==> src/rtl/alu_op_issuer.sv <==
// Command front end for a registered ALU: queues requests, issues them to the ALU,
// captures the result one clock after the ALU samples it, and returns it with the request tag.
module alu_op_issuer #(
   parameter int WIDTH = 32,
   parameter int DEPTH = 4,
   parameter int TAG_W = 4
) (
   input  logic                       clk,
   input  logic                       rst,
   input  logic                       cmd_valid,
   output logic                       cmd_ready,
   input  logic [2:0]                 cmd_op,
   input  logic [WIDTH-1:0]           cmd_a,
   input  logic [WIDTH-1:0]           cmd_b,
   input  logic [TAG_W-1:0]           cmd_tag,
   output logic [WIDTH-1:0]           alu_a,
   output logic [WIDTH-1:0]           alu_b,
   output logic [2:0]                 alu_ctrl,
   input  logic [WIDTH-1:0]           alu_result,
   output logic                       rsp_valid,
   input  logic                       rsp_ready,
   output logic [WIDTH-1:0]           rsp_result,
   output logic [TAG_W-1:0]           rsp_tag,
   output logic                       rsp_illegal,
   output logic                       busy,
   output logic [$clog2(DEPTH):0]     count
);

   localparam int PW = $clog2(DEPTH);
   localparam int CW = PW + 1;

   typedef struct packed {
      logic [2:0]       op;
      logic [WIDTH-1:0] a;
      logic [WIDTH-1:0] b;
      logic [TAG_W-1:0] tag;
   } cmd_t;

   typedef enum logic [1:0] {
      S_IDLE,
      S_WAIT,
      S_CAP,
      S_RESP
   } state_t;

   state_t           state_q, state_d;
   cmd_t             mem [DEPTH];
   cmd_t             head;
   logic [PW-1:0]    wr_ptr, rd_ptr;
   logic             push, pop, cap_en, rsp_clr;
   logic [TAG_W-1:0] tag_q;
   logic             illegal_q;

   // Full check uses only the registered count, so a same-cycle pop never frees a slot early.
   assign cmd_ready = (count < CW'(DEPTH));
   assign push      = cmd_valid && cmd_ready;
   assign head      = mem[rd_ptr];
   assign busy      = (state_q != S_IDLE) || (count != '0);

   // NOTE: sequential state is written with non-blocking assignments so every register
   // samples pre-edge values, independent of the order the always blocks are evaluated.
   always_ff @(posedge clk) begin
      if (rst) begin
         wr_ptr <= '0;
         rd_ptr <= '0;
         count  <= '0;
      end else begin
         if (push) wr_ptr <= wr_ptr + 1'b1;
         if (pop)  rd_ptr <= rd_ptr + 1'b1;
         case ({push, pop})
            2'b10:   count <= count + 1'b1;
            2'b01:   count <= count - 1'b1;
            default: count <= count;
         endcase
      end
   end

   // NOTE: the storage array has no reset; the pointers and count alone define which
   // entries are valid, so clearing the data would only add reset fan-out.
   always_ff @(posedge clk) begin
      if (push) mem[wr_ptr] <= '{op: cmd_op, a: cmd_a, b: cmd_b, tag: cmd_tag};
   end

   always_ff @(posedge clk) begin
      if (rst) state_q <= S_IDLE;
      else     state_q <= state_d;
   end

   // NOTE: every signal assigned in always_comb gets a default first, so no path
   // through the case can leave it unassigned and infer a latch.
   always_comb begin
      state_d = state_q;
      case (state_q)
         S_IDLE: if (count != '0) state_d = S_WAIT;
         S_WAIT: state_d = S_CAP;
         S_CAP:  state_d = S_RESP;
         S_RESP: if (rsp_ready) state_d = (count != '0) ? S_WAIT : S_IDLE;
         default: state_d = S_IDLE;
      endcase
   end

   always_comb begin
      pop     = 1'b0;
      cap_en  = 1'b0;
      rsp_clr = 1'b0;
      case (state_q)
         S_IDLE: pop = (count != '0);
         S_CAP:  cap_en = 1'b1;
         S_RESP: begin
            rsp_clr = rsp_ready;
            pop     = rsp_ready && (count != '0);
         end
         default: ;
      endcase
   end

   // ALU operand registers change only on a pop; the tag and illegal flag travel alongside.
   always_ff @(posedge clk) begin
      if (rst) begin
         alu_a       <= '0;
         alu_b       <= '0;
         alu_ctrl    <= '0;
         tag_q       <= '0;
         illegal_q   <= 1'b0;
         rsp_valid   <= 1'b0;
         rsp_result  <= '0;
         rsp_tag     <= '0;
         rsp_illegal <= 1'b0;
      end else begin
         if (pop) begin
            alu_a     <= head.a;
            alu_b     <= head.b;
            alu_ctrl  <= head.op;
            tag_q     <= head.tag;
            illegal_q <= (head.op >= 3'd5);
         end
         if (cap_en) begin
            rsp_result  <= alu_result;
            rsp_tag     <= tag_q;
            rsp_illegal <= illegal_q;
            rsp_valid   <= 1'b1;
         end else if (rsp_clr) begin
            rsp_valid <= 1'b0;
         end
      end
   end

endmodule

==> config.mk <==
export PLATFORM = sky130hd
export DESIGN_NAME = alu_op_issuer
export DESIGN_NICKNAME = d
export VERILOG_FILES = /design/src/rtl/alu_op_issuer.sv
export SDC_FILE = /design/constraint.sdc
export NUM_CORES = 1
export LEC_CHECK = 0
export BUFFER_PORTS_ARGS = -buffer_cell sky130_fd_sc_hd__buf_2
export CORE_MARGIN = 5
export CORE_UTILIZATION = 57
export DETAILED_ROUTE_END_ITERATION = 6
export GPL_TIMING_DRIVEN = 0
export HOLD_SLACK_MARGIN = 0.06
export PLACE_DENSITY = 0.79
export SLEW_MARGIN = 20
export SYNTH_ARGS = -nofsm -noshare
export SYNTH_HDL_FRONTEND = slang
export SYNTH_SLANG_ARGS = --single-unit
==> constraint.sdc <==
create_clock -name clk -period 3.45 [get_ports clk]
set_input_delay 0.69 -clock clk [delete_from_list [all_inputs] [get_ports clk]]
set_output_delay 0.69 -clock clk [all_outputs]
set_load 0.1 [all_outputs]
======== After elaboration in Yosys (flattened, before gate mapping) ========
Memory sizes are Yosys's and may differ from the RTL's. A register that Yosys moved wholly into a read port is not among the register bits.
Cells that the tools add are included.
storage, ports and cells
  register bits after elaboration ......... 119
  latch bits .............................. 0
  RAM bits ................................ 284
  bits in read-only memories .............. 0
  input bits .............................. 107
  memories ................................ 1
memory list
  name  words  width  read ports  clocked after memory_dff  wr ports  line  text
  mem   4      71     1           1                         1         47    cmd_t mem [DEPTH];
cells by class
  $add $sub $neg .......................... 4
  $mul .................................... 0
  div/mod/pow operators ................... 0
  order comparisons ....................... 2
  equality and inequality tests ........... 7
  shift-type cells ........................ 0
  multiplexer cells ....................... 14
  bitwise operators ....................... 0
  reductions and logical operators ........ 9
operators with widths
  kind                 number
  $mux 2               4
  $pmux 2 s4           1
  $mux 1               7
  $eq 2x2->1 const B   3
  $pmux 3 s2           1
  $reduce_bool 2->1    3
  $add 2x1->2 const B  2
  $eq 2x1->1 const B   2
  $ne 2x2->1 const B   2
  $add 3x1->3 const B  1
  $ge 3x3->1 const B   1
  $lt 3x3->1 const B   1
  $reduce_bool 3->1    1
  $sub 3x1->3 const B  1
  $logic_and 1x1->1    2
  $logic_not 2->1      1
  $pmux 1 s2           1
  $reduce_and 2->1     1
  $logic_or 1x1->1     1

======== Longest topological paths before layout ========
  depth after elaboration ................. 5
  mapped depth ............................ 12
  depth with buffers taken out ............ 10

======== Worst setup path before layout ========
OpenSTA, ideal clock, no wires.
  kind .................................... flip-flop to flip-flop
  start ................................... reg count[2]
  end ..................................... mem mem[1][0] in the netlist's numbering (enable)
  setup time .............................. 0.437 ns
  arrival time ............................ 2.950 ns
  required time ........................... 3.013 ns
  setup slack ............................. 0.063 ns
  cell stages (with the launch flop) ...... 4
  cell sequence ........................... dfxtp_1 and2b_2 clkbuf_1 and2_1
between the ends
  word-level cells in the longest chain between the ends .. 4
RTL lines
  element                       line  text
  start: declaration            26    output logic [$clog2(DEPTH):0] count
  start signal: assignment      71    2'b10: count <= count + 1'b1;
  start signal: assignment      72    2'b01: count <= count - 1'b1;
  start signal: assignment      73    default: count <= count;
  $lt 3x3->1                    55    assign cmd_ready = (count < CW'(DEPTH));
  $logic_and 1x1->1             56    assign push = cmd_valid && cmd_ready;
  $mux 1                        81    if (push) mem[wr_ptr] <= '{op: cmd_op, a: cmd_a, b: cmd_b, tag: cmd_tag};
  $mux 1 (not written as such)  81
  end: declaration              47
No other way between the ends.

======== Final worst setup path ========
  start ................................... reg state_q[1]
  end ..................................... reg count[2]
between the ends
  word-level cells in the longest chain between the ends .. 4
RTL lines
  element                                                 line  text
  start: declaration                                      46    state_t state_q, state_d;
  start signal: assignment                                86    else state_q <= state_d;
  $eq 2x2->1 / $logic_not 2->1 (equally long branches)    106   case (state_q)
  $pmux 1 s2 *                                            106
  named net pop                                           50    logic push, pop, cap_en, rsp_clr;
  $eq 2x1->1 / $eq 2x2->1 (equally long branches)         70    case ({push, pop})
  $pmux 3 s2 / $reduce_bool 2->1 (equally long branches)  n/a
Mark *: on every way through the listed nets, which the timed path passes. The rest lies on a longest branch.
A chain may end at the register's enable or synchronous reset.

==> results.md <==
* Status: finished, final reports clean
* Commonest non-fill, non-tap cells in the layout: edfxtp_1 (284), buf_2 (249), dfxtp_1 (121), a21oi_1 (77), o31ai_1 (73)
* Rel. slew slack at 0.507
* Yosys top cell by area: edfxtp_1
* Layout cell share with drive strength beyond 1 at 0.330
* CTS tree: built
* Commonest non-fill, non-tap cell in the layout: edfxtp_1
* Worst skew pair latency at 0.52 ns
* Standard-cell rows at 60
* Min Tclk post-route at 2.92 ns
* Final Net Count at 1293
* Max Slew Vio Count at 0
* Leak at 0.00644 uW
* CP endpoint: count[2]
* Upper clock frequency limit at 0.343 GHz
* RSZ-0062 raised after global routing: no
* Post-DP HPWL at 23100 um
* Worst R2R Start: state_q[1]
* Complex-gate fraction of the synthesized area at 0.0650
* DR WL/cell at 22.8 um
* CP startpoint kind: flip-flop
* Cts repair resizes at 0
* Peak supply drop at 462 uV
* Cell Pwr Density at 1000 nW/um^2
* DRC at 0
* Critical Path RT at 3.90 ns
* Clk_skew at 0.0137 ns
* Min-delay src: cmd_b[20]
* # fillers at 1801
* CP Launch Point: state_q[1]
* Number of distinct library cells after synthesis at 41
* Routed wire length at 35300 um
* Synth area leaders: edfxtp_1 (56%), dfxtp_1 (16%), mux4_2 (10%), o31ai_1 (3.6%), nand4_1 (2.9%)
* Cells after Synth at 914
* Pre-antenna DRT Iters at 5
* Area delta synth->final at 18.3%
* Routability cong. at 0.826
* Synth top area share at 0.558
* Initial antenna violation count at 4
* Reg2reg end: count[2]
* Crit end category: flip-flop
* Largest family of logic cells by synthesized area: multiplexers
* Vias at 9302
* Ys Warns at 0
* Die width at 174 um
* Met3 wire length at 3000 um
* Clock H-tree levels at 2
* Multi-input logic area at 3890 um^2
* CTS Buf Count at 40
* Syn nets at 1031
* Final setup fails at 0
* Mapped Area at 15300 um^2
* Register area at 11000 um^2
* Critical Path Fanout Max at 10
* First-pass GRT wire length at 54100 um
* Iter 0 DRT Violations at 723
* CTS Sinks at 405
* Final Hold Fails at 0
* WP data arrival at 3.36 ns
* Clock Path Buffers at 3
* Setup TNS at 0 ns
* Die ar. at 30200 um^2
* Mux contribution to synthesized area at 0.130
* R2R Setup Slk at 0.53 ns
* Mean Syn Cell Area at 16.7 um^2
* Initial Utilization at 0.574
* Grt total ovfl at 0
* Largest net degree at the start of global routing at 47
* Min-Delay Path Class: input port to flip-flop
* Sequential area share after synthesis at 0.716
* Simple-gate share of the synthesized area at 0.0480
* Measured slew at the worst slew-check pin at 0.740 ns
* Synth Register Bits at 405
* Core area at 26700 um^2
* Max layer used: met5
* Post CTS Setup Buffer Count at 0
* Final antenna-violating net count at 0
* DRT met1 WL at 13400 um
* GRT Total Usage at 0.231
* Vias/cell at 6.01
* R2r worst-path depth at 12
* Max-Cap Viols at 0
* Vias in the first global route at 9455
* Port bufs at 216
* Clock slew at reported path FFs at 0.06 ns
* Synth Area in Adders at 0.00867
* Fin crit share at 0.846
* Met2 Wirelength at 17600 um
* Setup Crit Path Kind: flip-flop to flip-flop
* Final core utilization at 0.679
* IO Pins at 217
* Die Y at 174 um
* Synth Area in XOR/XNOR at 0.00172
* Root buffer cell: clkbuf_16
* Hold buffer count at cts at 0
==> logic make-up (layout without fill, tap and decap cells) <==
kind of cell | Yosys count | after routing
adders and majority gates | 10 | 10
DFF | 405 | 405
AOI/OAI and AO/OA | 158 | 158
muxes | 110 | 110
other | 0 | 2
and+or+nand+nor | 134 | 134
xor gates and xnor gates | 3 | 3
buffers and inverters | 94 | 384
==> worst min-delay path by stage <==
stage / endpoint / slack [ns] / cells after the start
6_report: mem[2][24] / 0.38 / 1
5_1_grt: mem[2][38] / 0.36 / 1
4_1_cts: mem[0][39] / 0.36 / 1
3_5_place_dp: alu_a[19] / 0.46 / 2
3_3_place_gp: alu_b[18] / 0.45 / 2
2_1_floorplan: tag_q[0] / 0.45 / 2
==> final cells by class <==
type                    count  share of cell area
flip-flops and latches    405               0.605
repair buffers            220              0.0654
well taps                 341              0.0236
inverters                  11             0.00228
plain buffers              83              0.0234
diodes                      2            0.000277
multi-input cells         415               0.215
clock inverters            14             0.00387
clock buffers              56              0.0609
==> report_power, final <==
group	internal [uW]	switching, uW
logic	1860	5880
clock network	2230	1710
registers	6140	372
==> cells in the mapped netlist <==
cell type and instances:
nor2_1 45, xnor2_1 1, a211oi_1 1, a31oi_1 1, inv_2 1, dfxtp_1 121
or3_2 1, buf_12 1, nand2b_1 1, or4_1 2, or4b_1 1, o21ai_0 1
mux2_2 1, nor3_1 1, clkbuf_1 33, o32ai_1 1, buf_2 33, or3_1 1
nand3_1 1, and2b_2 1, inv_1 10, clkbuf_2 1, buf_6 7, nand2_1 1
buf_1 8, or2_2 1, a21oi_1 77, nor2b_1 1, mux4_2 71, o31ai_1 73
a21o_1 2, nand4_1 72, ha_1 9, and2_1 4, fa_1 1, xor2_1 2
mux2i_1 38, edfxtp_1 284, nor3_2 1, a311oi_1 1, a21oi_2 1
==> through the flow <==
stage                     instances  power [uW]  setup slack [ns]  hold WS (ns)  area [um^2]
after global placement         1471       14200             -1.17         0.452        16800
after CTS                      1545       18200             0.570         0.358        18100
final                          1547       18200             0.533         0.378        18100
after global routing           1546       19000             0.319         0.363        18100
after floorplan                 914       12400            0.0634         0.448        15300
after detailed placement       1475       14300             0.476         0.459        16900
==> sequential cells by signal, indices dropped and copies added (netlist names), named ones only <==
register	cells
alu_b	32
illegal_q	1
rsp_tag	4
rd_ptr	2
alu_a	32
alu_ctrl	3
mem	284
state_q	2
wr_ptr	2
rsp_valid	1
rsp_illegal	1
count	3
rsp_result	32
tag_q	4
==> critical path, stage by stage, from the launching register on <==
cell     delay, ns
dfxtp_1       0.38
inv_1         0.09
ha_1          0.22
a21oi_1       0.33
buf_2         0.35
buf_2         0.28
nor3_1        0.08
ha_1          0.22
inv_1         0.07
fa_1          0.18
xor2_1        0.09
or3_2         0.41
a21oi_1       0.14
==> routing by layer <==
layer,track usage,vias to the layer above
met3,0.0532,82
met5,0,-
met2,0.391,456
li1,-,4178
met1,0.294,4580
met4,0.0858,6
No activity file was read; power rests on OpenSTA's default activity.
